**src/rtl/sindoku_btn_pulser.sv**
```systemverilog
// Button front end for the sindoku core: synchronize, debounce and arbitrate six
// raw pushbuttons into single-clock pulses, at most one pulse high per clock.
// Latency from first raw sample to pulse is DB_COUNT+3 clocks without contention.
module sindoku_btn_pulser #(
  parameter int DB_COUNT = 1000000,
  parameter int CNT_W    = 20
) (
  input  logic       Clk,
  input  logic       Reset,
  input  logic       BtnR,
  input  logic       BtnL,
  input  logic       BtnU,
  input  logic       BtnD,
  input  logic       BtnC,
  input  logic       BtnCheck,
  output logic       R,
  output logic       L,
  output logic       U,
  output logic       D,
  output logic       C,
  output logic       CheckSolu,
  output logic [5:0] btn_level
);

  // Bit order everywhere: {Check, C, R, L, U, D}; a higher index means higher
  // arbitration priority, so the arbiter simply scans from the top down.
  localparam int NB = 6;
  localparam logic [CNT_W-1:0] CNT_LAST = CNT_W'(DB_COUNT - 1);

  typedef enum logic [1:0] {
    IDLE = 2'd0,
    WQ   = 2'd1,
    HELD = 2'd2,
    WREL = 2'd3
  } db_state_e;

  logic [NB-1:0] raw;
  logic [NB-1:0] s1_q;
  logic [NB-1:0] s2_q;
  logic [NB-1:0] qualify;
  logic [NB-1:0] level;
  logic [NB-1:0] pend_q;
  logic [NB-1:0] pend_d;
  logic [NB-1:0] grant_d;
  logic [NB-1:0] pulse_q;
  logic          found;

  assign raw = {BtnCheck, BtnC, BtnR, BtnL, BtnU, BtnD};

  // Two-flop synchronizer for the asynchronous raw buttons; only s2 is used.
  always_ff @(posedge Clk or posedge Reset) begin
    if (Reset) begin
      s1_q <= '0;
      s2_q <= '0;
    end else begin
      s1_q <= raw;
      s2_q <= s2_next(s1_q);
    end
  end

  function automatic logic [NB-1:0] s2_next(input logic [NB-1:0] s1);
    return s1;
  endfunction

  for (genvar g = 0; g < NB; g++) begin : g_btn
    db_state_e        state_q;
    logic [CNT_W-1:0] cnt_q;

    // Debounce FSM: a press or release is accepted only after the synchronized
    // level has held steady long enough; a bounce restarts the wait.
    always_ff @(posedge Clk or posedge Reset) begin
      if (Reset) begin
        state_q <= IDLE;
        cnt_q   <= '0;
      end else begin
        case (state_q)
          IDLE: begin
            if (s2_q[g]) begin
              state_q <= WQ;
              cnt_q   <= '0;
            end
          end
          WQ: begin
            if (!s2_q[g]) begin
              state_q <= IDLE;
              cnt_q   <= '0;
            end else if (cnt_q == CNT_LAST) begin
              state_q <= HELD;
              cnt_q   <= '0;
            end else begin
              cnt_q <= cnt_q + CNT_W'(1);
            end
          end
          HELD: begin
            if (!s2_q[g]) begin
              state_q <= WREL;
              cnt_q   <= '0;
            end
          end
          WREL: begin
            if (s2_q[g]) begin
              // Release glitch: back to held without raising a new press.
              state_q <= HELD;
              cnt_q   <= '0;
            end else if (cnt_q == CNT_LAST) begin
              state_q <= IDLE;
              cnt_q   <= '0;
            end else begin
              cnt_q <= cnt_q + CNT_W'(1);
            end
          end
          default: begin
            state_q <= IDLE;
            cnt_q   <= '0;
          end
        endcase
      end
    end

    // The WQ->HELD edge is the moment a press becomes pending.
    assign qualify[g] = (state_q == WQ) && s2_q[g] && (cnt_q == CNT_LAST);
    assign level[g]   = (state_q == HELD) || (state_q == WREL);
  end

  // Fixed-priority grant over the registered pending bits; newly qualified
  // presses join the pending set and compete from the next clock on.
  always_comb begin
    grant_d = '0;
    found   = 1'b0;
    for (int i = NB - 1; i >= 0; i--) begin
      if (pend_q[i] && !found) begin
        grant_d[i] = 1'b1;
        found      = 1'b1;
      end
    end
    pend_d = (pend_q & ~grant_d) | qualify;
  end

  // Pending set and registered one-hot pulse outputs.
  always_ff @(posedge Clk or posedge Reset) begin
    if (Reset) begin
      pend_q  <= '0;
      pulse_q <= '0;
    end else begin
      pend_q  <= pend_d;
      pulse_q <= grant_d;
    end
  end

  assign {CheckSolu, C, R, L, U, D} = pulse_q;
  assign btn_level = level;

endmodule

```
**config.mk**
```make
export PLATFORM = sky130hd
export DESIGN_NAME = sindoku_btn_pulser
export DESIGN_NICKNAME = d
export VERILOG_FILES = /design/src/rtl/sindoku_btn_pulser.sv
export SDC_FILE = /design/constraint.sdc
export NUM_CORES = 1
export LEC_CHECK = 0
export BUFFER_PORTS_ARGS = -buffer_cell sky130_fd_sc_hd__clkbuf_2
export CORE_AREA = 2 2 136 138
export CTS_CLUSTER_SIZE = 16
export DETAILED_ROUTE_END_ITERATION = 10
export DIE_AREA = 0 0 138 140
export PLACE_DENSITY = 0.68
export SLEW_MARGIN = 10
export SYNTH_ARGS = -nofsm -noshare
export SYNTH_HDL_FRONTEND = slang
export SYNTH_SLANG_ARGS = --single-unit
```
**constraint.sdc**
```tcl
create_clock -name Clk -period 5.8 [get_ports Clk]
set_input_delay 0.58 -clock Clk [delete_from_list [all_inputs] [get_ports Clk]]
set_output_delay 0.58 -clock Clk [all_outputs]
set_load 0.05 [all_outputs]
```
After elaboration in Yosys (flattened, before gate mapping)
Cells that the tools add are included.
{"block": "word_totals", "register_bits": 156, "inputBits": 8, "output_inout_bits": 12, "word_cells": 207}
{"block": "op_classes", "add_sub_neg": 6, "n_eq_ne": 48, "muxes": 88, "bitwise_logic": 3, "reduce_logical": 46}
{"operator": "20-bit 2-to-1 mux", "n": 30}
{"operator": "20-bit case mux with 4 select lines", "n": 6}
{"operator": "20-bit by 1-bit adder with 20-bit output, second input constant", "n": 6}
{"operator": "20-bit equality test, second input constant", "n": 6}
{"operator": "2-bit 2-to-1 mux", "n": 36}
{"operator": "2-bit case mux with 4 select lines", "n": 6}
{"operator": "3-bit inequality test, second input constant", "n": 12}
{"operator": "2-bit equality test, second input constant", "n": 12}
{"operator": "2-bit inequality test, second input constant", "n": 12}
{"operator": "4-bit AND reduction", "n": 6}
{"operator": "1-bit logical AND", "n": 17}
{"operator": "2-bit by 1-bit equality test with 1-bit output, second input constant", "n": 6}
{"operator": "2-bit logical NOT", "n": 6}
{"operator": "2-bit AND reduction", "n": 6}
{"operator": "1-bit 2-to-1 mux", "n": 10}
{"operator": "6-bit AND", "n": 1}
{"operator": "1-bit logical OR", "n": 6}
{"operator": "6-bit inverter", "n": 1}
{"operator": "6-bit bitwise OR", "n": 1}
{"operator": "1-bit logical NOT", "n": 5}

Longest topological paths before layout
{"block": "logic_depth", "ltp_word": 19, "ltp_mapped": 8, "ltp_nobuf": 6}

Worst setup path before layout
No wires, ideal clock.
{"block": "synth_path", "path_type": "reg-to-reg", "from": "register g_btn[2].cnt_q[12]", "to": "register g_btn[2].cnt_q[5]", "setup_ns": 0.121, "arrival_time_ns": 1.872, "t_required_ns": 5.679, "slack_ns": 3.807, "stages_incl_launch_ff": 7, "path_buffers": 1, "period_less_slack_ns": 1.993, "path_cell_list": "dfrtp_1 -> or4_4 -> nor4_4 -> a21oi_2 -> buf_6 -> a21o_1 -> a22o_1"}
{"block": "synth_via", "elab_chain_len": 4, "word_cells_on_any_way": 5, "cone_classes": "eq/ne: 1; mux: 4"}
{"element": "start, declared", "line_no": "67", "text": "logic [CNT_W-1:0] cnt_q;"}
{"element": "start signal, assigned", "line_no": "91", "text": "cnt_q <= cnt_q + CNT_W'(1);"}
{"element": "start signal, assigned", "line_no": "109", "text": "cnt_q <= cnt_q + CNT_W'(1);"}
{"element": "20-bit equality test *", "line_no": "87, 105"}
{"element": "20-bit 2-to-1 mux *", "line_no": "87, 105"}
{"element": "20-bit 2-to-1 mux (on tied branches)", "line_no": "101, 84"}
{"element": "20-bit case mux with 4 select lines *", "line_no": "76", "text": "case (state_q)"}
Mark *: on every way between the ends. The rest lies on a longest branch, timed or not.
A chain may end at the register's enable or synchronous reset.

Worst setup path in the final report
{"block": "layout_path", "from": "register g_btn[3].cnt_q[0]", "to": "register g_btn[3].cnt_q[17]"}
{"block": "layout_via", "elab_chain_len": 4, "word_cells_on_any_way": 6, "cone_classes": "add/sub: 1; eq/ne: 1; mux: 4"}
{"element": "start, declared", "line_no": "67"}
{"element": "start signal, assigned", "line_no": "91"}
{"element": "start signal, assigned", "line_no": "109"}
{"element": "20-bit by 1-bit adder with 20-bit output or 20-bit equality test (tied branches)"}
{"element": "20-bit 2-to-1 mux *", "line_no": "87, 105"}
{"element": "20-bit 2-to-1 mux (on tied branches)", "line_no": "101, 84"}
{"element": "20-bit case mux with 4 select lines *", "line_no": "76"}
Marks and branches as above.

==> results.cfg <==
[run_status]
status = complete, no violations

[worst_setup_path]
timing.critical_path.fanout_max = 28
critical_path.slowest_cell = a21oi_2
critical_path_buf_inv_count = 1
setup.worst_path.class = reg2reg
cp_top_family = compound AO/OA/AOI/OAI gates
crit_path_cell_trace = ha_1 -> nand3_1 -> nor4_2 -> a21oi_2 -> inv_1 -> o311ai_0
arrival_ns = 2.95
worstPathRequired_ns = 6.11
critPathLaunchType = flip-flop
slowest_delay_ns = 0.89
setup.worst_path.end_class = flip-flop

[layout]
seqCellArea_sq_um = 3900
antenna_cells = 0
multiInputGateArea_sq_um = 3800
share_of_layout_cells_above_drive_strength_1_pct = 10.0
area_growth_syn_to_layout_pct = 10.6
final_net_count = 857
mostFrequentLayoutCells = dfrtp_1, nand2_1, nand3_1, a31oi_1, a21oi_1
fillCellCount = 1628
layout_commonest_cell = dfrtp_1
postLayoutCellArea_sq_um = 8730

[synthesis]
synth.ff_latch_count = 156
postSynthCellCount = 841
synth-main-ff-cell = dfrtp_1
synth.yosys.warnings = 0
syn_area_sq_um = 7900
post_synth_edffs = 0
async_reset_ff_share_pct = 100
yosys.cell_types.count = 57
sequential_cell_area_fraction_in_the_yosys_report_pct = 49.4
syn-mean-instance-area_sq_um = 9.39
syn-num-nets = 855

[global_routing]
busiest_layer = met2
global_route.usage.met2_pct = 25.4
number_of_antenna_violations_at_the_first_check_in_global_routing = 0
grt_first_pass_wirelength_um = 27800
grt_met3_use_pct = 3.83
globalRouteTotalUtil_pct = 17.1
globalRouteMet1Util_pct = 25.4
grt_overflow_total = 0
via_count_of_the_first_global_routing_pass = 5597
grt_start_max_net_pins = 97

[timing]
timing.final.setup_violations = 0
min_period_over_period_pct = 45.5
period_minus_slack_ns = 2.64
unrepaired_setup_endpoints_after_global_routing = false
finalClockSkew_ns = 0.0118
max_slew_margin_pct = 19.7
clock.fmax_mhz = 379
timing.final.hold_violations = 0
drv_slew = 0
slew_worst_pin_ns = 1.20
setup_total_negative_slack_ns = 0

[pwr]
leakage_power_nw = 3.67
switching_share_pct = 30.5
clock_power_share_pct = 39.1
netSwitchingPower_mw = 0.847
post_route_total_power_mw = 2.78
comb_power_share_pct = 16.3
vdd_ir_drop_max_mv = 0.202
cell_internal_pwr_mw = 1.93
seq_power_share_pct = 44.7
power_per_cell_area_nw_per_um2 = 318

[route]
drt-total-wl_um = 16100
drt_iter0_markers = 551
routedWlPerCell_um = 14.9
vias = 6284
per_cell_via_count_in_the_routed_design = 5.79
detail_route.drc_violations = 0
detail_route_antenna_nets = 0
detail_route.first_pass.iterations = 5

[clock_network]
post-cts-setup-buffers = 0
cts_made_buffers = 17
hold_buf_cts = 0
clkSinkCount = 156
clock_insertion_delay_worst_skew_ns = 0.42
clock_tree_from_tritoncts = built
clkTransAtPathRegs_ns = 0.06
clk_path_buf_depth = 2
cts_root_buffer = clkbuf_16
cts.htree.levels = 4
cts_repair_resize_count = 0

[placement]
dp_hpwl_um = 10400
port_buffers = 19
place.gp.congestion = 0.802
dpl_cell_area_sq_um = 8140

[floorplan]
die_h_um = 140
starting_density_of_the_core_pct = 44.4
io_pins = 20
floorplan.rows = 49
floorplan.core_area_sq_um = 17800
full_die_area_sq_um = 19300
die-width_um = 138

[min_path]
hold_class = in2reg

[run]
maxCapViolCount = 0
## synthesized netlist by cell type, types with 5 or more instances
master    number  area, sq um
clkbuf_1      23         86.3
a21oi_1       62          310
nor2_1        38          143
or2_2          8         50.1
buf_2         11         55.1
a41oi_1        8         70.1
nand4_1       22          138
dfrtp_1      156         3900
and2_1         5         31.3
o21ai_0       44          220
xnor2_1        5         43.8
a22o_1        20          175
nand3_1       72          360
inv_1         10         37.5
nor4_1        17          106
nand2b_1      26          163
mux2_2         6         67.6
a31oi_1       72          450
a21o_1        16          120
xor2_1        12          105
nor3_1        19         95.1
and3_1        18          113
mux2i_1        6         60.1
ha_1           6         75.1
nor2b_1        5         31.3
or4_1          6         45.0
nand2_1       95          357
## metal layers
layer,share of wire [%],vias to the layer above,wire length [um]
li1,-,3162,-
met1,51,3012,8170
met2,45,97,7320
met3,3.1,13,499
met4,0.82,0,133
met5,0,-,0
## final timing paths
check,to,startpoint,slack (ns),cells past startpoint
setup / recovery,g_btn[3].cnt_q[17]$_DFFE_PP0P_,g_btn[3].cnt_q[0]$_DFFE_PP0P_,3.16,6
min in group asynchronous,g_btn[5].cnt_q[19]$_DFFE_PP0P_,Reset,0.33,2
max in group asynchronous,pulse_q[1]$_DFF_PP0_,Reset,4.16,3
hold reg to reg,s2_q[2]$_DFF_PP0_,s1_q[2]$_DFF_PP0_,0.35,0
setup reg to reg,g_btn[3].cnt_q[17]$_DFFE_PP0P_,g_btn[3].cnt_q[0]$_DFFE_PP0P_,3.16,6
hold / removal,s1_q[3]$_DFF_PP0_,BtnR,0.26,1
## state kept, by name (all words and copies together), names as in the netlist, named ones only
register,flops
g_btn.cnt_q,120
g_btn.state_q,6
pend_q,6
pulse_q,6
s1_q,6
s2_q,6
## cells by family after synthesis
| kind of cell | synth area share (%) |
|---|---|
| flops | 49.4 |
| buf+inv | 2.71 |
| simple gates | 24.4 |
| compound gates | 19.0 |
| xor+xnor | 1.89 |
| fa+ha+maj | 0.951 |
| mux | 1.62 |
## cell type report
type | instances | area share [%]
Sequential cell | 156 | 44.7
Multi-Input combinational cell | 636 | 43.5
Inverter | 10 | 0.487
Timing Repair Buffer | 22 | 1.39
Clock inverter | 14 | 1.66
Tap cell | 229 | 3.28
Clock buffer | 18 | 4.92
## power by group through the flow
| stage | Combinational [mW] | Sequential, mW | Clock (mW) |
|---|---|---|---|
| 6_report | 0.452 | 1.24 | 1.08 |
| 3_3_place_gp | 0.437 | 1.25 | 0 |
| 5_1_grt | 0.512 | 1.25 | 1.16 |
| 2_1_floorplan | 0.370 | 1.24 | 0 |
| 4_1_cts | 0.448 | 1.24 | 1.11 |
| 3_5_place_dp | 0.445 | 1.26 | 0 |
## per-stage QoR
stage / instances / hold WS [ns] / utilization (%) / setup WS (ns)
after floorplan: 841 / 0.331 / - / 1.01
after global placement: 1052 / 0.333 / 45.8 / 3.26
after detailed placement: 1052 / 0.343 / 45.8 / 3.22
after CTS: 1084 / 0.239 / 49.0 / 3.18
after global routing: 1085 / 0.243 / 49.1 / 2.89
final: 1085 / 0.259 / 49.1 / 3.16
(Power assumes the default switching activity.)
